$ cat config.mk
export PLATFORM = sky130hd
export DESIGN_NAME = alu_operand_stage_flat
export DESIGN_NICKNAME = d
export VERILOG_FILES = /design/src/rtl/alu_operand_stage_if.sv /design/src/rtl/alu_operand_stage.sv /design/src/flat_wrapper.sv
export SDC_FILE = /design/constraint.sdc
export NUM_CORES = 1
export LEC_CHECK = 0
export BUFFER_PORTS_ARGS = -buffer_cell sky130_fd_sc_hd__buf_2
export CAP_MARGIN = 0
export CORE_UTILIZATION = 30
export CTS_CLUSTER_DIAMETER = 30
export DETAILED_ROUTE_END_ITERATION = 10
export PLACE_DENSITY = 0.47
export SLEW_MARGIN = 0
export SYNTH_ARGS = -nofsm -noshare
export SYNTH_HDL_FRONTEND = slang
export SYNTH_SLANG_ARGS = --single-unit
$ cat constraint.sdc
create_clock -name clk -period 21.5 [get_ports clk]
set_input_delay 4.3 -clock clk [delete_from_list [all_inputs] [get_ports clk]]
set_output_delay 4.3 -clock clk [all_outputs]
set_load 0.01 [all_outputs]
$ cat src/rtl/alu_operand_stage_if.sv
// ---------------------------------------------------------------------------
// alu_operand_stage_if : upstream issue and ALU-side handshake bundle
// Rev 1.0
// ---------------------------------------------------------------------------
`default_nettype none

interface alu_operand_stage_if #(
    parameter int WIDTH = 64,
    parameter int RD_W  = 5
);
    logic             in_valid;
    logic             in_ready;
    logic [1:0]       in_alu_op;
    logic [2:0]       in_funct3;
    logic             in_funct7b5;
    logic             in_alu_src;
    logic [WIDTH-1:0] in_rs1_data;
    logic [WIDTH-1:0] in_rs2_data;
    logic [WIDTH-1:0] in_imm;
    logic [RD_W-1:0]  in_rd;

    logic             out_valid;
    logic             out_ready;
    logic [WIDTH-1:0] out_a;
    logic [WIDTH-1:0] out_b;
    logic [3:0]       out_alu_op;
    logic [WIDTH-1:0] out_store_data;
    logic [RD_W-1:0]  out_rd;
    logic             out_illegal;

    modport master (
        output in_valid, in_alu_op, in_funct3, in_funct7b5, in_alu_src,
               in_rs1_data, in_rs2_data, in_imm, in_rd, out_ready,
        input  in_ready, out_valid, out_a, out_b, out_alu_op,
               out_store_data, out_rd, out_illegal
    );

    modport slave (
        input  in_valid, in_alu_op, in_funct3, in_funct7b5, in_alu_src,
               in_rs1_data, in_rs2_data, in_imm, in_rd, out_ready,
        output in_ready, out_valid, out_a, out_b, out_alu_op,
               out_store_data, out_rd, out_illegal
    );
endinterface

`default_nettype wire

$ cat src/rtl/alu_operand_stage.sv
// ---------------------------------------------------------------------------
// alu_operand_stage : registered ID/EX issue stage with 2-entry skid buffer
// Rev 1.0
// ---------------------------------------------------------------------------
`default_nettype none

module alu_operand_stage #(
    parameter int WIDTH = 64,
    parameter int RD_W  = 5
) (
    input  wire logic          clk,
    input  wire logic          reset,
    input  wire logic          flush,
    alu_operand_stage_if.slave bus
);
    typedef struct packed {
        logic [WIDTH-1:0] a;
        logic [WIDTH-1:0] b;
        logic [WIDTH-1:0] sd;
        logic [RD_W-1:0]  rd;
        logic [3:0]       op;
        logic             ill;
    } entry_t;

    typedef enum logic [1:0] {
        S_EMPTY = 2'd0,
        S_ONE   = 2'd1,
        S_TWO   = 2'd2
    } state_t;

    state_t state_q, state_d;
    entry_t main_q, skid_q, new_entry;
    logic   in_ready_q, out_valid_q;
    logic   accept, drain;
    logic   load_main_in, load_main_skid, load_skid;

    always_comb begin
        new_entry     = '0;
        new_entry.a   = bus.in_rs1_data;
        new_entry.b   = bus.in_alu_src ? bus.in_imm : bus.in_rs2_data;
        new_entry.sd  = bus.in_rs2_data;
        new_entry.rd  = bus.in_rd;
        new_entry.op  = 4'b0000;
        new_entry.ill = 1'b0;
        case (bus.in_alu_op)
            2'b00: new_entry.op = 4'b0010;
            2'b01: new_entry.op = 4'b0110;
            2'b10: begin
                if (bus.in_funct3 == 3'b000)
                    new_entry.op = bus.in_funct7b5 ? 4'b0110 : 4'b0010;
                else if (bus.in_funct3 == 3'b111)
                    new_entry.op = 4'b0000;
                else if (bus.in_funct3 == 3'b110)
                    new_entry.op = 4'b0001;
                else if (bus.in_funct3 == 3'b100 && bus.in_funct7b5)
                    new_entry.op = 4'b1100;
                else
                    new_entry.ill = 1'b1;
            end
            default: new_entry.ill = 1'b1;
        endcase
    end

    assign accept = bus.in_valid & in_ready_q;
    assign drain  = out_valid_q & bus.out_ready;

    always_comb begin
        state_d        = state_q;
        load_main_in   = 1'b0;
        load_main_skid = 1'b0;
        load_skid      = 1'b0;
        if (flush) begin
            state_d = S_EMPTY;
        end else begin
            case (state_q)
                S_EMPTY: begin
                    if (accept) begin
                        state_d      = S_ONE;
                        load_main_in = 1'b1;
                    end
                end
                S_ONE: begin
                    if (accept && drain) begin
                        load_main_in = 1'b1;
                    end else if (accept) begin
                        state_d   = S_TWO;
                        load_skid = 1'b1;
                    end else if (drain) begin
                        state_d = S_EMPTY;
                    end
                end
                S_TWO: begin
                    if (drain) begin
                        state_d        = S_ONE;
                        load_main_skid = 1'b1;
                    end
                end
                default: state_d = S_EMPTY;
            endcase
        end
    end

    // Handshake flags are flopped from the next state so in_ready never sees out_ready combinationally.
    always_ff @(posedge clk or posedge reset) begin
        if (reset) begin
            state_q     <= S_EMPTY;
            in_ready_q  <= 1'b1;
            out_valid_q <= 1'b0;
            main_q      <= '0;
            skid_q      <= '0;
        end else begin
            state_q     <= state_d;
            in_ready_q  <= (state_d != S_TWO);
            out_valid_q <= (state_d != S_EMPTY);
            if (load_main_in)
                main_q <= new_entry;
            else if (load_main_skid)
                main_q <= skid_q;
            if (load_skid)
                skid_q <= new_entry;
        end
    end

    assign bus.in_ready       = in_ready_q;
    assign bus.out_valid      = out_valid_q;
    assign bus.out_a          = main_q.a;
    assign bus.out_b          = main_q.b;
    assign bus.out_store_data = main_q.sd;
    assign bus.out_rd         = main_q.rd;
    assign bus.out_alu_op     = main_q.op;
    assign bus.out_illegal    = main_q.ill;
endmodule

`default_nettype wire

$ cat src/flat_wrapper.sv
// flat-port wrapper written by rule: the top's interface ports become plain ports
module alu_operand_stage_flat 
#(
    parameter int WIDTH = 64,
    parameter int RD_W  = 5
)
  (clk, reset, flush, bus_in_valid, bus_in_alu_op, bus_in_funct3, bus_in_funct7b5, bus_in_alu_src, bus_in_rs1_data, bus_in_rs2_data, bus_in_imm, bus_in_rd, bus_out_ready, bus_in_ready, bus_out_valid, bus_out_a, bus_out_b, bus_out_alu_op, bus_out_store_data, bus_out_rd, bus_out_illegal);
  alu_operand_stage_if #(.WIDTH(WIDTH), .RD_W(RD_W)) bus_i ();
  input  wire logic clk;
  input  wire logic reset;
  input  wire logic flush;
  input wire logic [$bits(bus_i.in_valid)-1:0] bus_in_valid;
  input wire logic [$bits(bus_i.in_alu_op)-1:0] bus_in_alu_op;
  input wire logic [$bits(bus_i.in_funct3)-1:0] bus_in_funct3;
  input wire logic [$bits(bus_i.in_funct7b5)-1:0] bus_in_funct7b5;
  input wire logic [$bits(bus_i.in_alu_src)-1:0] bus_in_alu_src;
  input wire logic [$bits(bus_i.in_rs1_data)-1:0] bus_in_rs1_data;
  input wire logic [$bits(bus_i.in_rs2_data)-1:0] bus_in_rs2_data;
  input wire logic [$bits(bus_i.in_imm)-1:0] bus_in_imm;
  input wire logic [$bits(bus_i.in_rd)-1:0] bus_in_rd;
  input wire logic [$bits(bus_i.out_ready)-1:0] bus_out_ready;
  output wire logic [$bits(bus_i.in_ready)-1:0] bus_in_ready;
  output wire logic [$bits(bus_i.out_valid)-1:0] bus_out_valid;
  output wire logic [$bits(bus_i.out_a)-1:0] bus_out_a;
  output wire logic [$bits(bus_i.out_b)-1:0] bus_out_b;
  output wire logic [$bits(bus_i.out_alu_op)-1:0] bus_out_alu_op;
  output wire logic [$bits(bus_i.out_store_data)-1:0] bus_out_store_data;
  output wire logic [$bits(bus_i.out_rd)-1:0] bus_out_rd;
  output wire logic [$bits(bus_i.out_illegal)-1:0] bus_out_illegal;
  assign bus_i.in_valid = bus_in_valid;
  assign bus_i.in_alu_op = bus_in_alu_op;
  assign bus_i.in_funct3 = bus_in_funct3;
  assign bus_i.in_funct7b5 = bus_in_funct7b5;
  assign bus_i.in_alu_src = bus_in_alu_src;
  assign bus_i.in_rs1_data = bus_in_rs1_data;
  assign bus_i.in_rs2_data = bus_in_rs2_data;
  assign bus_i.in_imm = bus_in_imm;
  assign bus_i.in_rd = bus_in_rd;
  assign bus_i.out_ready = bus_out_ready;
  assign bus_in_ready = bus_i.in_ready;
  assign bus_out_valid = bus_i.out_valid;
  assign bus_out_a = bus_i.out_a;
  assign bus_out_b = bus_i.out_b;
  assign bus_out_alu_op = bus_i.out_alu_op;
  assign bus_out_store_data = bus_i.out_store_data;
  assign bus_out_rd = bus_i.out_rd;
  assign bus_out_illegal = bus_i.out_illegal;
  alu_operand_stage #(.WIDTH(WIDTH), .RD_W(RD_W)) u_core (.clk(clk), .reset(reset), .flush(flush), .bus(bus_i));
endmodule
==> results of run 1 <==
metrics by stage:
stage / power, mW / cell area [um2]
global placement: 1.86 / 19900
detailed placement: 1.88 / 19900
global route: 3.70 / 23700
floorplan: 1.62 / 17300
finish: 3.53 / 23700
CTS: 3.58 / 23700
critical path, cell delays in order:
cell	delay (ns)
buf_2	0.10
nand2_1	0.23
or4_4	0.66
buf_12	0.64
buf_4	0.92
mux2_2	0.42
flip-flops by register name, summed over array words and instances, names as in the netlist, 2 cells and up:
| register | count |
|---|---|
| u_core.bus.out_a | 64 |
| u_core.bus.out_rd | 5 |
| u_core.bus.out_alu_op | 4 |
| u_core.skid_q | 202 |
| u_core.bus.out_store_data | 64 |
| u_core.bus.out_b | 64 |
| u_core.state_q | 2 |
synth_stat cells (all sizes together):
cell type | count | share of area
mux2 | 133 | 0.11
a21o | 134 | 0.058
a221oi | 1 | 0.00051
xnor2 | 1 | 0.00051
nand2b | 2 | 0.00072
nor3 | 1 | 0.00029
a21oi | 1 | 0.00029
a31oi | 1 | 0.00036
a22oi | 1 | 0.00043
a221o | 69 | 0.040
inv | 1 | 0.00022
nor4 | 1 | 0.00072
nand2 | 72 | 0.016
nand4b | 1 | 0.00051
nor2b | 2 | 0.00072
a21boi | 1 | 0.00043
dfrtp | 407 | 0.59
o41a | 1 | 0.00065
o21ai | 70 | 0.020
clkbuf | 58 | 0.013
or4 | 2 | 0.0011
dfstp | 1 | 0.0015
mux2i | 66 | 0.038
nand4 | 1 | 0.00036
o22a | 1 | 0.00051
a22o | 133 | 0.067
buf | 46 | 0.023
nor2 | 72 | 0.016
a21bo | 1 | 0.00058
worst paths after layout:
check	start	to	slack (ns)	cells after the start
max	bus_in_valid	u_core.skid_q[65]$_DFFE_PP0P_	14.40	6
min	u_core.bus.out_store_data[14]$_DFFE_PP0P_	u_core.bus.out_store_data[14]$_DFFE_PP0P_	0.46	1
max reg2reg	u_core.bus.out_valid$_DFF_PP0_	u_core.skid_q[65]$_DFFE_PP0P_	17.81	5
min reg2reg	u_core.bus.out_store_data[14]$_DFFE_PP0P_	u_core.bus.out_store_data[14]$_DFFE_PP0P_	0.46	1
max in group asynchronous	reset	u_core.bus.out_store_data[42]$_DFFE_PP0P_	15.37	4
min in group asynchronous	reset	u_core.bus.out_a[15]$_DFFE_PP0P_	3.84	2
layout make-up:
class	count	share of cell area
diodes	6	0.000633
clock buffers	142	0.129
clock inverters	62	0.0331
inverters	1	0.000475
multi-input cells	768	0.273
flip-flops and latches	408	0.431
well taps	756	0.0399
repair buffers	428	0.0938
where the power goes:
part | leakage, nW | switching, mW | total, mW | internal [mW]
combinational | 5.54 | 0.289 | 0.635 | 0.346
clock | 1.92 | 0.482 | 1.67 | 1.19
sequential | 5.05 | 0.163 | 1.23 | 1.06
total | 12.5 | 0.934 | 3.53 | 2.60
cell families after synthesis:
group,synth area share
AOI/OAI and AO/OA,0.190
DFF,0.591
muxes,0.147
and+or+nand+nor,0.0357
buffers and inverters,0.0362
xor gates and xnor gates,0.000507
metal layers:
| layer | vias to the layer above | GRT usage |
|---|---|---|
| li1 | 5665 | - |
| met1 | 6366 | 0.229 |
| met2 | 391 | 0.268 |
| met3 | 116 | 0.0583 |
| met4 | 12 | 0.0732 |
| met5 | - | 0 |
==> flow_summary.toml, run 1 <==
[logic_synthesis]
syn_avg_cell_area_um2 = 13.5
yosysWarnings = 0
synth_seq_area_share = 0.591
ys_ff_latch = 408
synth_nets = 1490
netlist_area_um2 = 17300
ys_types = 35
synth_cells = 1281

[drt]
drt_pass1_iterations = 7
routed_via_density = 4.88
drt-initial-drc-count = 644
wl_met1_um = 22800
drcViolationCount = 0
wl_um = 52000
wl_met2_um = 24000
wl_met3_um = 3520
routed-via-count = 12600
post_drt_wl_per_cell_um = 20.2
routed.top_layer = "met5"
antenna_left = 0

[clocking]
cts_htree_levels = 3
cts_setup_buffers = 0
cts_hold_buf = 0
cts_root_buffer = "clkbuf_16"
clockBufferDepth = 3
cts_resized = 0
path_clk_slew_ns = 0.04
cts_tree = "yes"
cts_sinks = 408
numCtsBuffers = 109
clk_latency_ns = 0.63

[timing]
clock.fmax_ghz = 0.141
hold_viol = 0
setup_viol = 0
slew_violations = 0
period_share = 0.330
finalSetupTns_ns = 0
worst_slew_pin_slew_ns = 1.06
layout_setup_ws_ns = 14.40
relSlewSlack = 0.295
rsz0062_at_grt = "no"
fin_hold_ws_ns = 0.463
period_needed_ns = 7.10
fin_skew_ns = 0.0126

[placement]
hpwl_um = 31800
place_ws_ns = 13.85
io_buffers = 412
gp_congestion = 0.784
place_inst = 2361

[worst_hold_path]
hp-class = "reg2reg"

[worst_setup_path]
cp.required_ns = 22.01
crit_fanout = 152
cp-start-kind = "input port"
end_kind = "register"
crit_type = "in2reg"
arrival_ns = 7.61

[floorplan]
core_area_um2 = 56600
fp.dieH_um = 242
ios = 413
initial_core_util = 0.305
die-area_um2 = 58500
die_width_um = 242
rows = 87

[layout]
final_cell_mix = "411 x buf_2, 407 x dfrtp_1, 134 x a21o_1, 133 x a22o_1, 109 x clkbuf_16"
syn_to_final_growth_pct = 37.2
n_fill_cell = 5390
final_util = 0.419
stdcell_count = 2571
final_common_cell = "buf_2"
seq_area_um2 = 10200
nNetsFinal = 1925
drive_gt1_frac = 0.419
multi_input_area_um2 = 6460

[grt]
grt-ovfl-total = 0
antenna_found_initial = 13
grt_max_degree = 161
grtUsageTotal = 0.176
grt_pass1_vias = 13100
grt_pass1_wl_um = 80200

[run]
max-cap-violations = 0

[outcome]
outcome = "completed"

[power_and_ir_drop]
p_leak_nw = 12.5
powerDensity_nw_per_um2 = 149
vdd_drop_max_v = 0.0000868
(Power assumes the default switching activity.)
==> run 2: changes to the inputs <==
==> constraint.sdc (replaced) <==
create_clock -name clk -period 6.9 [get_ports clk]
set_input_delay 1.38 -clock clk [delete_from_list [all_inputs] [get_ports clk]]
set_output_delay 1.38 -clock clk [all_outputs]
set_load 0.01 [all_outputs]
==> run 2 against run 1 <==
Core utilization is 0.32 points lower. Die area unchanged. Cell area shrank 0.78%. Critical endpoint is now u_core.bus.out_illegal$_DFFE_PP0P_. Sequential power rose to 3.1 times the previous value.
==> flow_summary.toml, run 2 (synthesized netlist as in run 1, its figures left out) <==
[placement]
hpwl_um = 31300
gp_congestion = 0.788
io_buffers = 412

[worst_setup_path]
worstPathCellList = "buf_2 -> nand2_1 -> nor3_2 -> buf_4 -> buf_4 -> mux2i_1 -> mux2i_1"
timing.critical_path.buf_inv = 3
cp-start-kind = "input port"
setup.worst_path.start = "bus_out_ready"
regToRegStartpoint = "u_core.state_q[1]$_DFF_PP0_"
critPathTopFamily = "buffers and inverters"
slowest_stage = "buf_4"
regToRegEndpoint = "u_core.bus.out_illegal$_DFFE_PP0P_"
cp.required_ns = 7.37
endpoint = "u_core.bus.out_illegal$_DFFE_PP0P_"
crit_type = "in2reg"
critPathMaxStageDelay_ns = 0.84
end_kind = "register"
crit_fanout = 81
reg2regPathDepth = 6
critical_path_depth = 7
arrival_ns = 3.79
rrSetupSlack_ns = 3.89

[drt]
wl_um = 52000
drt-initial-drc-count = 594
drcViolationCount = 0
post_drt_wl_per_cell_um = 20.3
routed-via-count = 12500
drt_pass1_iterations = 7
routed_via_density = 4.87
antenna_left = 0

[layout]
final_common_cell = "buf_2"
final_cell_mix = "411 x buf_2, 407 x dfrtp_1, 134 x a21o_1, 133 x a22o_1, 108 x clkbuf_16"
n_fill_cell = 5449
multi_input_area_um2 = 6460
nNetsFinal = 1922
syn_to_final_growth_pct = 36.2
drive_gt1_frac = 0.405
largest_register_ffs = 202
regMostFlops = "u_core.skid_q"
seq_area_um2 = 10200

[clocking]
clk_latency_ns = 0.63
cts_tree = "yes"
path_clk_slew_ns = 0.04
clockBufferDepth = 3
cts_htree_levels = 3
cts_hold_buf = 0
cts_root_buffer = "clkbuf_16"
cts_sinks = 408
cts_resized = 0
numCtsBuffers = 107
cts_setup_buffers = 0

[grt]
grt-ovfl-total = 0
grt_pass1_wl_um = 80800
antenna_found_initial = 13
grt_max_degree = 167
grtUsageTotal = 0.177
grt_pass1_vias = 13100

[timing]
fin_hold_ws_ns = 0.466
clock.fmax_ghz = 0.301
relSlewSlack = 0.249
rsz0062_at_grt = "no"
worst_slew_pin_slew_ns = 1.13
slew_violations = 0
hold_viol = 0
period_share = 0.482
period_needed_ns = 3.32
setup_viol = 0
fin_skew_ns = 0.0234
finalSetupTns_ns = 0

[outcome]
outcome = "completed"

[power_and_ir_drop]
powerDensity_nw_per_um2 = 455
vdd_drop_max_v = 0.000340
p_leak_nw = 12.4

[floorplan]
core_area_um2 = 56600
fp.dieH_um = 242
rows = 87
ios = 413
initial_core_util = 0.305
die_width_um = 242
die-area_um2 = 58500

[worst_hold_path]
min_from = "u_core.bus.out_store_data[10]$_DFFE_PP0P_"
hp-class = "reg2reg"

[run]
max-cap-violations = 0
==> run 2: cell types whose count changed in the layout (fill, tap and decap cells not counted), moves of 2 or more <==
cell,previous run,this run
bufinv_16,17,11
clkbuf_8,20,15
clkinvlp_4,3,5
inv_6,4,2
diode_2,6,9
buf_4,14,10
clkbuf_1,13,36
clkinv_2,34,20
buf_12,3,6
clkinv_16,0,2
clkinv_4,3,0
==> run 2: how the worst min path moves through the flow <==
stage	endpoint	slack [ns]	depth (start not counted)
after detailed placement	u_core.bus.out_store_data[58]$_DFFE_PP0P_	0.46	1
after global placement	u_core.bus.out_store_data[22]$_DFFE_PP0P_	0.45	1
final	u_core.bus.out_store_data[10]$_DFFE_PP0P_	0.47	1
after floorplan	u_core.skid_q[0]$_DFFE_PP0P_	0.45	2
after global routing	u_core.bus.out_a[26]$_DFFE_PP0P_	0.48	1
after CTS	u_core.bus.out_store_data[1]$_DFFE_PP0P_	0.47	1
==> run 2: worst reg2reg max path, cell delays in order, from the launching register on <==
cell	delay, ns
dfrtp_1	0.48
nand2b_1	0.19
nor3_2	0.25
buf_4	0.57
buf_4	0.86
mux2i_1	0.40
mux2i_1	0.09
==> run 2: cell type report <==
class / instances / area share
Timing Repair Buffer: 427 / 0.0958
Clock inverter: 41 / 0.0244
Inverter: 1 / 0.000319
Clock buffer: 159 / 0.129
Sequential cell: 408 / 0.434
Antenna cell: 9 / 0.000958
Tap cell: 756 / 0.0402
Multi-Input combinational cell: 768 / 0.275
==> run 2: routing by layer <==
metal / track usage / vias to the layer above / wire length [um]
met2: 0.264 / 357 / 23900
li1: - / 5662 / -
met3: 0.0556 / 116 / 3100
met1: 0.234 / 6367 / 23500
met4: 0.0769 / 12 / 1520
met5: 0 / - / 77
==> run 2: power by group <==
group / internal, mW / switching, mW
registers: 3.31 / 0.502
logic: 1.08 / 0.909
clock network: 3.43 / 1.47
==> run 2: through the flow <==
step           cell area (um2)  cells  setup WS, ns  total power, mW  utilization
3_3_place_gp             19900   2360          2.91             5.78        0.351
5_1_grt                  23500   2567          3.40             11.2        0.415
3_5_place_dp             19900   2360          2.90             5.85        0.351
4_1_cts                  23500   2560          3.59             10.9        0.415
2_1_floorplan            17300   1281        0.0232             5.04            -
6_report                 23500   2569          3.58             10.7        0.415
